--- src/rtl/multi_gamepad_scanner.sv ---
// Scans NUM_PADS Mega Drive/Genesis pads over one shared select line, detecting
// presence and 3/6-button type, and publishes all results atomically in one commit cycle.
module multi_gamepad_scanner #(
    parameter int NUM_PADS        = 2,
    parameter int SETTLE_CYCLES   = 500,
    parameter int SIX_BUTTON      = 1,
    parameter int IDLE_GAP_CYCLES = 100000
) (
    input  logic                   clk,
    input  logic                   rst_n,
    input  logic                   enable,
    input  logic [6*NUM_PADS-1:0]  pad_pins,
    output logic                   select,
    output logic [12*NUM_PADS-1:0] btn_out,
    output logic [12*NUM_PADS-1:0] btn_pressed,
    output logic [NUM_PADS-1:0]    pad_present,
    output logic [NUM_PADS-1:0]    pad_six,
    output logic                   scan_done,
    output logic                   busy
);

    localparam int NUM_PHASES = (SIX_BUTTON != 0) ? 8 : 2;
    localparam int SW = (SETTLE_CYCLES > 1) ? $clog2(SETTLE_CYCLES) : 1;
    localparam int GW = (IDLE_GAP_CYCLES > 0) ? $clog2(IDLE_GAP_CYCLES + 1) : 1;
    localparam logic [SW-1:0] SETTLE_LAST = SW'(SETTLE_CYCLES - 1);
    localparam logic [GW-1:0] GAP_LAST    = GW'(IDLE_GAP_CYCLES - 1);
    localparam logic [2:0]    PHASE_LAST  = 3'(NUM_PHASES - 1);

    typedef enum logic [1:0] {S_IDLE, S_SCAN, S_COMMIT, S_GAP} state_t;

    state_t state_q, state_d;

    logic [6*NUM_PADS-1:0]         pin_meta, pin_sync;
    logic [NUM_PADS-1:0][5:0]      pin_low;
    logic [SW-1:0]                 settle_q;
    logic [2:0]                    phase_q;
    logic [GW-1:0]                 gap_q;
    logic                          phase_end, gap_end;

    logic [NUM_PADS-1:0][11:0]     sh_btn;
    logic [NUM_PADS-1:0]           sh_present, sh_six;
    logic [NUM_PADS-1:0][11:0]     commit_btn, held_btn;
    logic [NUM_PADS-1:0]           commit_six, held_present, held_six;

    always_ff @(posedge clk or negedge rst_n) begin
        if (!rst_n) begin
            pin_meta <= '0;
            pin_sync <= '0;
        end else begin
            pin_meta <= pad_pins;
            pin_sync <= pin_meta;
        end
    end

    // Pins are active-low; work with the inverted view from here on.
    assign pin_low   = ~pin_sync;
    assign phase_end = (state_q == S_SCAN) && (settle_q == SETTLE_LAST);
    assign gap_end   = (state_q == S_GAP) &&
                       ((IDLE_GAP_CYCLES == 0) || (gap_q == GAP_LAST));

    always_ff @(posedge clk or negedge rst_n) begin
        if (!rst_n) begin
            state_q <= S_IDLE;
        end else begin
            state_q <= state_d;
        end
    end

    always_comb begin
        state_d = state_q;
        case (state_q)
            S_IDLE:   if (enable) state_d = S_SCAN;
            S_SCAN:   if (phase_end && (phase_q == PHASE_LAST)) state_d = S_COMMIT;
            S_COMMIT: state_d = S_GAP;
            S_GAP:    if (gap_end) state_d = S_IDLE;
            default:  state_d = S_IDLE;
        endcase
    end

    always_comb begin
        select      = 1'b1;
        busy        = 1'b0;
        scan_done   = 1'b0;
        btn_out     = held_btn;
        btn_pressed = '0;
        pad_present = held_present;
        pad_six     = held_six;
        case (state_q)
            S_SCAN: begin
                select = ~phase_q[0];
                busy   = 1'b1;
            end
            S_COMMIT: begin
                busy        = 1'b1;
                scan_done   = 1'b1;
                btn_out     = commit_btn;
                btn_pressed = commit_btn & ~held_btn;
                pad_present = sh_present;
                pad_six     = commit_six;
            end
            default: ;
        endcase
    end

    // Every counter restarts from zero on each phase or state change.
    always_ff @(posedge clk or negedge rst_n) begin
        if (!rst_n) begin
            settle_q <= '0;
            phase_q  <= '0;
            gap_q    <= '0;
        end else begin
            if ((state_q != S_SCAN) || phase_end) settle_q <= '0;
            else                                  settle_q <= settle_q + SW'(1);

            if ((state_q != S_SCAN) || (phase_end && (phase_q == PHASE_LAST))) phase_q <= '0;
            else if (phase_end)                                                phase_q <= phase_q + 3'd1;

            if (state_q != S_GAP) gap_q <= '0;
            else                  gap_q <= gap_q + GW'(1);
        end
    end

    always_ff @(posedge clk or negedge rst_n) begin
        if (!rst_n) begin
            sh_btn     <= '0;
            sh_present <= '0;
            sh_six     <= '0;
        end else if (phase_end) begin
            for (int p = 0; p < NUM_PADS; p++) begin
                case (phase_q)
                    3'd0: begin
                        sh_btn[p][6]   <= pin_low[p][5];
                        sh_btn[p][5]   <= pin_low[p][4];
                        sh_btn[p][3:0] <= pin_low[p][3:0];
                    end
                    3'd1: begin
                        sh_btn[p][7]  <= pin_low[p][5];
                        sh_btn[p][4]  <= pin_low[p][4];
                        sh_present[p] <= pin_low[p][2] & pin_low[p][3];
                    end
                    3'd5: sh_six[p] <= &pin_low[p][3:0];
                    3'd6: sh_btn[p][11:8] <= sh_six[p] ? pin_low[p][3:0] : 4'b0000;
                    default: ;
                endcase
            end
        end
    end

    // Absent pads report nothing; extended buttons only count on a detected 6-button pad.
    always_comb begin
        commit_six = '0;
        commit_btn = '0;
        for (int p = 0; p < NUM_PADS; p++) begin
            commit_six[p] = (SIX_BUTTON != 0) && sh_present[p] && sh_six[p];
            if (sh_present[p]) begin
                commit_btn[p][7:0]  = sh_btn[p][7:0];
                commit_btn[p][11:8] = commit_six[p] ? sh_btn[p][11:8] : 4'b0000;
            end
        end
    end

    always_ff @(posedge clk or negedge rst_n) begin
        if (!rst_n) begin
            held_btn     <= '0;
            held_present <= '0;
            held_six     <= '0;
        end else if (state_q == S_COMMIT) begin
            held_btn     <= commit_btn;
            held_present <= sh_present;
            held_six     <= commit_six;
        end
    end

endmodule
--- config.mk ---
export PLATFORM = sky130hd
export DESIGN_NAME = multi_gamepad_scanner
export DESIGN_NICKNAME = d
export VERILOG_FILES = /design/src/rtl/multi_gamepad_scanner.sv
export SDC_FILE = /design/constraint.sdc
export NUM_CORES = 1
export LEC_CHECK = 0
export BUFFER_PORTS_ARGS = -buffer_cell sky130_fd_sc_hd__buf_2
export CORE_UTILIZATION = 53
export DETAILED_ROUTE_END_ITERATION = 16
export PLACE_DENSITY = 0.82
export SLEW_MARGIN = 20
export SYNTH_ARGS = -nofsm -noshare
export SYNTH_HDL_FRONTEND = slang
export SYNTH_SLANG_ARGS = --single-unit
export TNS_END_PERCENT = 10
--- constraint.sdc ---
create_clock -name clk -period 2.4 [get_ports clk]
set_input_delay 0.12 -clock clk [delete_from_list [all_inputs] [get_ports clk]]
set_output_delay 0.12 -clock clk [all_outputs]
set_load 0.1 [all_outputs]
==> results of run 1 <==
cell usage in the layout (no fill, tap or decap), types with 2 or more instances in the layout:
cell type / n
a21oi_1: 9
and2_1: 4
and3_1: 16
and4_1: 4
buf_12: 47
buf_2: 23
buf_4: 5
clkbuf_8: 9
clkinv_4: 2
clkinvlp_4: 2
dfrtp_1: 111
dlygate4sd3_1: 13
ha_1: 10
inv_1: 39
mux2_2: 12
mux2i_1: 5
nand2_1: 44
nand3_1: 9
nand4_1: 5
nor2_1: 25
nor2b_1: 12
nor3_4: 4
nor3b_4: 7
nor4_1: 3
nor4b_1: 2
o21ai_0: 17
o21ai_2: 17
o22ai_2: 9
o22ai_4: 2
or3_1: 4
xnor2_1: 7
xor2_1: 10
layer usage:
layer  part of all wire, %  wire [um]  vias up  track usage (%)
li1                      -          -     1582                -
met1                    39       4030     1699             30.5
met2                    54       5500      111             44.7
met3                   4.8        497       27             4.70
met4                   2.1        220        0             10.6
met5                     0          0        -                0
worst paths after layout:
kind                       cells past startpoint  slack (ns)          from      endpoint
max                                            6        0.08    state_q[0]   btn_out[16]
max reg2reg                                    5        0.46   settle_q[0]    state_q[1]
min in group clk                               0        0.35  pin_meta[10]  pin_sync[10]
min                                            3        0.33         rst_n     sh_btn[9]
min reg2reg                                    0        0.35  pin_meta[10]  pin_sync[10]
max in group asynchronous                      3        1.63         rst_n  held_btn[19]
through the flow:
stage | TNS (ns) | cells | hold slack, ns | power, W
CTS | 0 | 616 | 0.356 | 0.00298
finish | 0 | 616 | 0.330 | 0.00298
floorplan | -1.42 | 420 | -0.176 | 0.00194
detailed placement | 0 | 587 | 0.229 | 0.00199
global placement | 0 | 587 | 0.228 | 0.00199
global route | 0 | 616 | 0.351 | 0.00308
sequential cells by signal, indices dropped and copies added, names as in the netlist:
signal / count
sh_btn: 24
sh_present: 2
held_btn: 24
held_present: 2
state_q: 2
settle_q: 9
held_six: 2
pin_meta: 12
gap_q: 17
pin_sync: 12
phase_q: 3
sh_six: 2
kinds of logic (layout without fill, tap and decap cells):
kind of cell | count (synthesis) | after routing | share of synthesized area, %
adder cells (fa/ha/maj) | 11 | 11 | 2.97
buffers and inverters | 53 | 144 | 4.52
multiplexers | 18 | 18 | 4.33
AND/OR/NAND/NOR | 151 | 151 | 17.9
flip-flops | 111 | 111 | 60.0
AO/OA/AOI/OAI | 59 | 59 | 7.06
XOR/XNOR | 17 | 17 | 3.22
where the power goes:
group	internal [W]	switching [W]
combinational	0.0000264	0.0000404
clock	0.000384	0.000626
sequential	0.00189	0.0000136
area by class of cell:
class                      count  share of cell area [%]
clock buffer                  10                    2.00
clock inverter                 6                   0.725
inverter                      40                    2.35
multi-input combinational    256                    30.2
sequential                   111                    43.5
tap                          105                    2.06
timing repair buffer          88                    19.2
worst max-delay path, cell delays in order (launching register included):
cell,delay [ns]
dfrtp_1,0.42
inv_1,0.16
ha_4,0.19
buf_12,0.24
nand2_1,0.29
o22ai_2,0.28
buf_12,0.21
==> metrics.yaml, run 1 <==
route:
  dr_total_vias: 3419
  totalWireLength_um: 10300
  initialDrtViolationCount: 164
  first_pass_iters: 5
  wl_per_cell_um: 16.6
  drcViolationCount: 0
  via_per_inst: 5.55
  detail-route-antenna-nets: 0
timing:
  timing.max_slew.rel_slack_pct: 62.3
  hold_violations: 0
  rsz0062_at_grt: "false"
  report.final.slew_viol_count: 0
  clock-skew-final_ns: 0.0194
  worst_pin_slew_ns: 0.565
  setup_ws_post_layout_ns: 0.0803
  final-setup-viol-count: 0
  final.period_utilization_pct: 96.7
  max_freq_mhz: 431
  final_period_minus_worst_setup_slack_ns: 2.32
floorplan:
  num_io_pins: 70
  starting_density_of_the_core_pct: 55.5
  core_area_mm2: 0.00834
  std_cell_rows: 33
  fp.dieW_um: 95.4
  die_y_um: 95.4
  design.die.area_mm2: 0.00911
place:
  globalplace.congestion: 0.843
  detailedPlace.worstSlack_ns: 0.491
  placed_cell_area_mm2: 0.00608
  hpwlAfterDp_um: 7190
  io_buffer_count: 69
global_route:
  groute.usage.overall_pct: 25.4
  grt_antenna_before_repair: 0
  grt_overflow: 0
  via_count_of_the_first_global_routing_pass: 3495
  largest_net_degree_at_the_start_of_global_routing: 112
  grt_first_pass_wirelength_um: 17200
logic_synthesis:
  synth-async-reset-ratio_pct: 100
  synth_edf_count: 0
  synth.largest_area_cell: "dfrtp_1"
  post-synth-top-area-fraction_pct: 60.0
  synth.area.top_cells: "dfrtp_1 (60%), o21ai_0 (3.7%), nand2_1 (3.6%), inv_1 (3.2%), ha_1 (3.0%)"
  postSynthAreaPerCell_um2: 11.0
  ys_ff_latch: 111
  syn-num-nets: 446
  synth_ff_type: "dfrtp_1"
  synthesis.area_mm2: 0.00463
  post_synth_most_frequent_cells: "dfrtp_1 (111), nand2_1 (44), inv_1 (39)"
  ys_seq_area_share_pct: 60.0
  synthCells: 420
  warning_count_from_the_yosys_run: 0
  yosys.cell_count.top_type: "dfrtp_1"
  synthDistinctLibCells: 45
clock_network:
  cts-buffers-inserted: 9
  cts.root.buffer_cell: "clkbuf_8"
  clockBufferDepth: 2
  worst_skew_pair.late_latency_ns: 0.38
  clk_transition_reported_paths_ns: 0.10
  clock_tree.htree_level_count: 3
  cts_tree: "done"
  cts_hold_buffers: 13
  post_cts.repair.setup_buffers: 0
  cts-resized-gates: 0
  clock_sinks: 111
worst_setup_path:
  classification_of_the_worst_setup_path: "flop to output port"
  cp_data_required_time_ns: 2.28
  start_kind: "flop"
  endpoint_kind: "output port"
  cp_data_arrival_time_ns: 2.20
  path_max_fanout: 38
cells_and_area:
  finish.instance_area_mm2: 0.00638
  share_of_final_layout_standard_cells_stronger_than_drive_strength_1_pct: 30.1
  antenna_cells: 0
  storage_element_area_mm2: 0.00278
  final_nets: 532
  num-fill-cells: 496
  final_core_util_pct: 76.5
  synth_to_final_area_change_pct: 38.0
  multi_input_comb_area_mm2: 0.00193
flow_run:
  cap_viol_max_count: 0
hold_path:
  worst_hold_path_type: "input pin to async pin"
status:
  run_status: "completed"
power:
  p_leak_nw: 2.77
  irDropWorstVdd_uv: 379
  power.density_cell_area_mw_per_mm2: 467
Power figures use the tool's default switching activity.
==> run 2: changes to the inputs <==
--- a/config.mk
+++ b/config.mk
@@ -8,7 +8,7 @@
 export BUFFER_PORTS_ARGS = -buffer_cell sky130_fd_sc_hd__buf_2
 export CORE_UTILIZATION = 53
 export DETAILED_ROUTE_END_ITERATION = 16
-export PLACE_DENSITY = 0.82
+export PLACE_DENSITY = 0.71
 export SLEW_MARGIN = 20
 export SYNTH_ARGS = -nofsm -noshare
 export SYNTH_HDL_FRONTEND = slang
==> metrics.yaml, run 2 (synthesis results as in run 1) <==
global_route:
  largest_net_degree_at_the_start_of_global_routing: 60  # -46%
  grt_use_met1_pct: 32.2  # +1.7 points
  grt_use_met2_pct: 38.0  # -6.7 points
  grt_overflow: 0  # unchanged
  grt_most_used_layer: "met2"
  met3_usage_pct: 5.10  # +0.40 points
  grt_first_pass_wirelength_um: 16000  # -7.3%
  groute.usage.overall_pct: 23.3  # -2.1 points
  via_count_of_the_first_global_routing_pass: 3282  # -6.1%
  grt_antenna_before_repair: 0  # unchanged
floorplan:
  die_y_um: 95.4  # unchanged
  num_io_pins: 70  # unchanged
  starting_density_of_the_core_pct: 55.5  # unchanged
  core_area_mm2: 0.00834  # unchanged
  fp.dieW_um: 95.4  # unchanged
  std_cell_rows: 33  # unchanged
  design.die.area_mm2: 0.00911  # unchanged
power:
  power_w: 0.00305  # +2.5%
  power.density_cell_area_mw_per_mm2: 476  # +2.0%
  irDropWorstVdd_uv: 480  # +27%
  p_leak_nw: 2.79  # +0.74%
cells_and_area:
  top_regs: "held_btn x24, sh_btn x24, gap_q x17"
  layout_commonest_cell: "dfrtp_1"
  layout.cells.most_common_list: "dfrtp_1 (111), buf_12 (46), nand2_1 (44)"
  synth_to_final_area_change_pct: 38.6
  final_nets: 535  # +0.56%
  antenna_cells: 0  # unchanged
  share_of_final_layout_standard_cells_stronger_than_drive_strength_1_pct: 30.4  # +0.21 points
timing:
  final_setup_tns_ns: 0  # unchanged
  clock-skew-final_ns: 0.0101  # -0.00933 ns
  final.period_utilization_pct: 93.5  # -3.2 points
  rsz0062_at_grt: "false"
  final-setup-viol-count: 0  # unchanged
  worst_pin_slew_ns: 0.513  # -0.0521 ns
  timing.max_slew.rel_slack_pct: 66.0  # +3.7 points
  hold_violations: 0  # unchanged
  report.final.slew_viol_count: 0  # unchanged
  fin_worst_hold_slack_ns: 0.190  # -0.140 ns
  max_freq_mhz: 446  # +3.4%
  final_period_minus_worst_setup_slack_ns: 2.24  # -0.0762 ns
route:
  drcViolationCount: 0  # unchanged
  wl_per_cell_um: 15.0  # -10%
  totalWireLength_um: 9260  # -9.6%
  initialDrtViolationCount: 127  # -23%
  via_per_inst: 5.25  # -5.5%
  detail-route-antenna-nets: 0  # unchanged
  first_pass_iters: 4  # -1
  dr_total_vias: 3248  # -5.0%
clock_network:
  cts.root.buffer_cell: "clkbuf_8"
  cts-buffers-inserted: 9  # unchanged
  clk_transition_reported_paths_ns: 0.10  # about the same
  clock_sinks: 111  # unchanged
  clockBufferDepth: 2  # unchanged
  worst_skew_pair.late_latency_ns: 0.36  # -0.02 ns
  cts_tree: "done"
  clock_tree.htree_level_count: 3  # unchanged
worst_setup_path:
  classification_of_the_worst_setup_path: "flop to output port"
  cp_data_required_time_ns: 2.28  # about the same
  worst_path_largest_cell_delay_ns: 0.42  # about the same
  start_kind: "flop"
  path_max_fanout: 12  # -68%
  endpoint_kind: "output port"
  rrSetupSlack_ns: 0.45  # about the same
  path_cells: "inv_1, ha_4, buf_4, nand2_1, o22ai_2, buf_12"
  critical-path-slowest-cell: "dfrtp_1"
  cp_data_arrival_time_ns: 2.12  # -0.08 ns
  reg2regPathDepth: 5  # unchanged
flow_run:
  cap_viol_max_count: 0  # unchanged
place:
  io_buffer_count: 69  # unchanged
  hpwlAfterDp_um: 6740  # -6.3%
  globalplace.congestion: 0.818  # -2.9%
hold_path:
  worst_hold_path_type: "input pin to async pin"
status:
  run_status: "completed"
-- run 2: area by class of cell --
cell class	count	area, um2
clock inverter	5	58.8
clock buffer	11	131
fill	538	1930
tap	105	131
inverter	40	150
sequential	111	2780
timing repair buffer	91	1240
multi-input combinational	256	1930
-- run 2: through the flow --
step / util (%) / instance area [um2] / cells / worst slack, ns
after floorplan: - / 4910 / 420 / -0.144
after CTS: 76.9 / 6410 / 619 / 0.128
after detailed placement: 72.9 / 6080 / 589 / 0.381
after global routing: 76.9 / 6410 / 619 / 0.00811
final: 76.9 / 6410 / 619 / 0.157
after global placement: 72.9 / 6080 / 589 / 0.457
-- run 2: final timing paths --
check	startpoint	endpoint
max	state_q[0]	btn_out[19]
min	rst_n	pin_meta[2]
max reg2reg	state_q[1]	sh_present[1]
min reg2reg	pin_meta[9]	pin_sync[9]
max in group asynchronous	rst_n	pin_meta[8]
min in group clk	enable	state_q[0]
-- run 2: critical path: cells and delay by family, from the launching register on --
family | cells | cell delay (ns)
flip-flops | 1 | 0.42
buffers and inverters | 3 | 0.59
adder cells (fa/ha/maj) | 1 | 0.25
AO/OA/AOI/OAI | 1 | 0.26
AND/OR/NAND/NOR | 1 | 0.25
-- run 2: where the power goes --
group          leakage [nW]  internal, W  switching, W  total (W)
Sequential             1.48      0.00189     0.0000125    0.00190
Combinational          1.22    0.0000275     0.0000426  0.0000702
Clock                0.0895     0.000484      0.000597    0.00108
Total                  2.79      0.00240      0.000652    0.00305
-- run 2: layer usage --
layer / vias to the layer above / part of all wire (%)
li1: 1594 / -
met1: 1591 / 46
met2: 56 / 50
met3: 7 / 3.6
met4: 0 / 0.80
met5: - / 0
-- run 2: what timing repair did --
action	CTS	global route
buffers inserted	1	0
setup endpoints to repair	10	0
hold buffers	13	0
gates resized for setup	0	0
hold endpoints to repair	34	0
